<file path="config.mk">
export PLATFORM = sky130hd
export DESIGN_NAME = lsu_ctrl
export DESIGN_NICKNAME = d
export VERILOG_FILES = /design/src/rtl/lsu_ctrl_pkg.sv /design/src/rtl/lsu_ctrl.sv
export SDC_FILE = /design/constraint.sdc
export NUM_CORES = 1
export LEC_CHECK = 0
export BUFFER_PORTS_ARGS = -buffer_cell sky130_fd_sc_hd__buf_4
export CORE_MARGIN = 2
export CORE_UTILIZATION = 42
export DETAILED_ROUTE_END_ITERATION = 8
export PLACE_DENSITY = 0.79
export SLEW_MARGIN = 20
export SYNTH_ARGS = -nofsm -noshare
export SYNTH_HDL_FRONTEND = slang
export SYNTH_SLANG_ARGS = --single-unit
</file>
<file path="constraint.sdc">
create_clock -name clk -period 3.4 [get_ports clk]
set_input_delay 0.68 -clock clk [delete_from_list [all_inputs] [get_ports clk]]
set_output_delay 0.68 -clock clk [all_outputs]
set_load 0.01 [all_outputs]
</file>
<file path="src/rtl/lsu_ctrl_pkg.sv">
// Shared definitions for the load/store unit controller: funct3 size codes,
// controller state encoding and the request legality check.
package lsu_ctrl_pkg;

    // RISC-V funct3 codes for loads and stores (stores reuse the load codes).
    localparam logic [2:0] LB  = 3'b000;
    localparam logic [2:0] LH  = 3'b001;
    localparam logic [2:0] LW  = 3'b010;
    localparam logic [2:0] LBU = 3'b100;
    localparam logic [2:0] LHU = 3'b101;
    localparam logic [2:0] SB  = 3'b000;
    localparam logic [2:0] SH  = 3'b001;
    localparam logic [2:0] SW  = 3'b010;

    typedef enum logic [1:0] {
        IDLE   = 2'd0,
        ACCESS = 2'd1,
        RESP   = 2'd2
    } lsu_state_e;

    // Returns 1 when a request must be rejected without touching memory:
    // unknown size code, unsigned store, misaligned access, or an address
    // beyond the data memory.
    function automatic logic lsu_fault(input logic        we,
                                       input logic [31:0] addr,
                                       input logic [2:0]  funct3,
                                       input int          addr_w);
        logic bad_code;
        logic bad_store;
        logic bad_align;
        logic bad_range;
        bad_code  = (funct3 == 3'b011) || (funct3[2:1] == 2'b11);
        bad_store = we && funct3[2];
        bad_align = ((funct3[1:0] == 2'b01) && addr[0]) ||
                    ((funct3[1:0] == 2'b10) && (addr[1:0] != 2'b00));
        bad_range = (addr >> addr_w) != 32'd0;
        return bad_code || bad_store || bad_align || bad_range;
    endfunction

endpackage

</file>
<file path="src/rtl/lsu_ctrl.sv">
// Load/store unit controller: accepts one core request at a time, rejects
// illegal ones immediately, otherwise drives a single-cycle memory access
// and holds the response until the core takes it.
module lsu_ctrl
    import lsu_ctrl_pkg::*;
#(
    parameter int ADDR_W = 8
) (
    input  logic              clk,
    input  logic              rst_n,
    input  logic              req_valid,
    output logic              req_ready,
    input  logic              req_we,
    input  logic [31:0]       req_addr,
    input  logic [2:0]        req_funct3,
    input  logic [31:0]       req_wdata,
    output logic              rsp_valid,
    input  logic              rsp_ready,
    output logic [31:0]       rsp_rdata,
    output logic              rsp_fault,
    output logic              mem_read,
    output logic              mem_write,
    output logic [ADDR_W-1:0] mem_addr,
    output logic [31:0]       mem_wdata,
    output logic [2:0]        mem_funct3,
    input  logic [31:0]       mem_rdata
);

    lsu_state_e        state_q;
    lsu_state_e        state_d;
    logic              accept;
    logic              req_fault;

    logic              we_p0;
    logic [ADDR_W-1:0] addr_p0;
    logic [2:0]        funct3_p0;
    logic [31:0]       wdata_p0;

    // State register.
    always_ff @(posedge clk) begin
        if (!rst_n) begin
            state_q <= IDLE;
        end else begin
            state_q <= state_d;
        end
    end

    // Next state, handshakes and memory strobes; memory bus is zero outside ACCESS.
    always_comb begin
        state_d    = state_q;
        req_ready  = 1'b0;
        rsp_valid  = 1'b0;
        accept     = 1'b0;
        mem_read   = 1'b0;
        mem_write  = 1'b0;
        mem_addr   = '0;
        mem_wdata  = '0;
        mem_funct3 = '0;
        req_fault  = lsu_fault(req_we, req_addr, req_funct3, ADDR_W);
        case (state_q)
            IDLE: begin
                req_ready = 1'b1;
                if (req_valid) begin
                    accept  = 1'b1;
                    state_d = req_fault ? RESP : ACCESS;
                end
            end
            ACCESS: begin
                mem_read   = !we_p0;
                mem_write  = we_p0;
                mem_addr   = addr_p0;
                mem_wdata  = wdata_p0;
                mem_funct3 = funct3_p0;
                state_d    = RESP;
            end
            RESP: begin
                rsp_valid = 1'b1;
                if (rsp_ready) begin
                    state_d = IDLE;
                end
            end
            default: state_d = IDLE;
        endcase
    end

    // Request capture on accept; only consumed in ACCESS, so no reset needed.
    always_ff @(posedge clk) begin
        if (accept) begin
            we_p0     <= req_we;
            addr_p0   <= req_addr[ADDR_W-1:0];
            funct3_p0 <= req_funct3;
            wdata_p0  <= req_wdata;
        end
    end

    // Response payload: fault flag set at accept, load data latched at end of ACCESS.
    always_ff @(posedge clk) begin
        if (!rst_n) begin
            rsp_fault <= 1'b0;
            rsp_rdata <= '0;
        end else if (accept) begin
            rsp_fault <= req_fault;
            rsp_rdata <= '0;
        end else if (state_q == ACCESS) begin
            rsp_rdata <= we_p0 ? 32'd0 : mem_rdata;
        end
    end

endmodule

</file>
==> results.yml <==
logic_synthesis:
  synth.largest_area_cell: "edfxtp_1"
  synth_fp_nets: 335
  synth_cell_types: 24
  ys.flop_type: "edfxtp_1"
  synth_edf_count: 44
  synth.avg_cell_area_um2: 12.7
  yosysSeqAreaShare_pct: 69.0
  ys_top_cells_by_area: "edfxtp_1 45%, dfxtp_1 24%, and2_1 9.4%"
  synth_top_area_share_pct: 45.1
  yosys_warnings: 0
  netlist_area_mm2: 0.00293
  ys_seq_elements: 79
  syn_inst: 231
  postSynth.asyncResetShare_pct: 0
grt:
  grt_pass1_wl_mm: 11.5
  overflow: 0
  antenna_found_initial: 0
  grt_pass1_vias: 2329
  grt_max_degree: 46
  grt_util_all_layers_pct: 19.6
route:
  wl_met2_mm: 3.80
  vias: 2482
  ant_nets: 0
  drtPass1Iterations: 5
  wl_per_cell_um: 15.7
  remaining_drc_errors: 0
  met1_length_mm: 3.16
  wl_mm: 7.85
  top_layer: "met4"
  drt_iter0_drc: 91
  routed_via_density: 4.97
  wl_met3_um: 696
timing:
  setup_tns_ps: 0
  setup_viol: 0
  holdWs_ps: 513
  slew_viol_final: 0
  tightestPinTransition_ps: 736
  slew_headroom_pct: 50.8
  skew_ps: 10.2
  fin_crit_sh_pct: 70.0
  finalCriticalPeriod_ps: 2380
  rsz0062_at_grt: "no"
  hold_violations: 0
  fmax_ghz: 0.420
finish:
  nets: 518
  final_util_pct: 67.3
  layout_commonest_cell: "buf_4"
  n_fill_cell: 526
  syn_to_final_growth_pct: 55.1
  drive_above_1_share_pct: 49.9
  antennaDiodeCount: 0
  mostFrequentLayoutCells: "187 x buf_4, 44 x and2_1, 44 x edfxtp_1"
floorplan:
  die_area_mm2: 0.00766
  initial_core_util_pct: 43.4
  io_pins: 184
  core_mm2: 0.00676
  fp.dieH_um: 87.5
  die_x_um: 87.5
  rows: 30
cts:
  cts.clk_slew.worst_paths_ps: 70
  postCtsSetupRepairBufs: 0
  cts_resized: 0
  cts_tree: "done"
  clock_latency_ps: 330
  cts_buffer_depth: 2
  cts_made_buffers: 9
  root_buffer: "clkbuf_8"
  h-tree-depth: 3
  cts.sinks: 79
  hold_buffers: 0
setup_path:
  crit_fanout: 33
  required_ps: 2720
  start_kind: "flip-flop"
  criticalPathCategory: "flip-flop to primary output"
  crit_path_end_kind: "primary output"
  arrival_ps: 1700
job:
  max-cap-violations: 0
min_path:
  hold_class: "flip-flop to flip-flop"
status:
  status: "complete, no violations"
power:
  p_int_w: 0.00148
  power.share.sequential_pct: 57.0
  p_per_area_mw_per_mm2: 407
  power_switching_share_pct: 20.2
  leakage_nw: 2.00
  power.net_switching_w: 0.000373
  pwr-share-comb_pct: 7.4
  pwr-share-clk_pct: 35.6
  ir_drop_mv: 0.195
placed_design:
  numPortBuffers: 183
  dpl.hpwl_mm: 5.97
  gp_congestion: 0.786
[per-stage QoR]
step | instance area (µm²) | power, W | std cells | worst slack (ps)
3_5_place_dp | 4360 | 0.00122 | 483 | 1140
5_1_grt | 4550 | 0.00193 | 499 | 931
3_3_place_gp | 4360 | 0.00121 | 483 | 1240
4_1_cts | 4550 | 0.00187 | 499 | 998
2_1_floorplan | 2930 | 0.00111 | 231 | 824
6_report | 4550 | 0.00185 | 499 | 1020
[metal layers]
metal / global-route usage [%] / up-vias
met5: 0 / -
met2: 31.3 / 146
met4: 9.51 / 0
met3: 5.28 / 21
met1: 24.8 / 1133
li1: - / 1182
[synthesized netlist by cell type, types with 2 or more instances]
cell type and instances:
and2_1 44, edfxtp_1 44, dfxtp_1 35, nor2_1 34
a22oi_1 32, buf_2 8, clkbuf_1 4, nor4_1 4
a21oi_1 3, buf_4 3, nor2b_1 3, nor4_2 3
nand2_1 2, o21ai_0 2
[worst paths after layout]
check | from | to | slack (ps) | cells past startpoint
max reg2reg | state_q[1] | rsp_rdata[28] | 1600 | 4
min | rsp_rdata[18] | rsp_rdata[18] | 510 | 2
max | state_q[1] | mem_read | 1020 | 3
min reg2reg | rsp_rdata[18] | rsp_rdata[18] | 510 | 2
[kinds of logic after synthesis]
kind of cell    count (synthesis)  share of synthesized area [%]
compound gates                 39                           9.60
simple gates                   97                           18.7
buf+inv                        16                           2.77
flops                          79                           69.0
[power groups by stage]
stage / clock network (W) / logic, W / registers [W]
after global placement: 0 / 0.000134 / 0.00108
after global routing: 0.000719 / 0.000147 / 0.00106
after detailed placement: 0 / 0.000138 / 0.00108
after CTS: 0.000676 / 0.000138 / 0.00106
final: 0.000659 / 0.000137 / 0.00106
after floorplan: 0 / 0.0000291 / 0.00108
[critical path, cell delays in order (launching register included)]
cell      delay (ps)
dfxtp_1          340
nand2b_1         200
nor2_4           580
buf_4            240
[flip-flops by register name, summed over array words and instances (netlist names)]
register   cells
we_p0          1
rsp_rdata     32
rsp_fault      1
wdata_p0      32
addr_p0        8
state_q        2
funct3_p0      3
[layout make-up]
type                    instances  area, µm²  area share [%]
well taps                      80        100            2.20
inverters                       1       3.75          0.0826
multi-input cells             136        832            18.3
repair buffers                187       1400            30.9
clock inverters                 4       46.3            1.02
clock buffers                  12        138            3.03
flip-flops and latches         79       2020            44.5
Power figures use the tool's default switching activity.
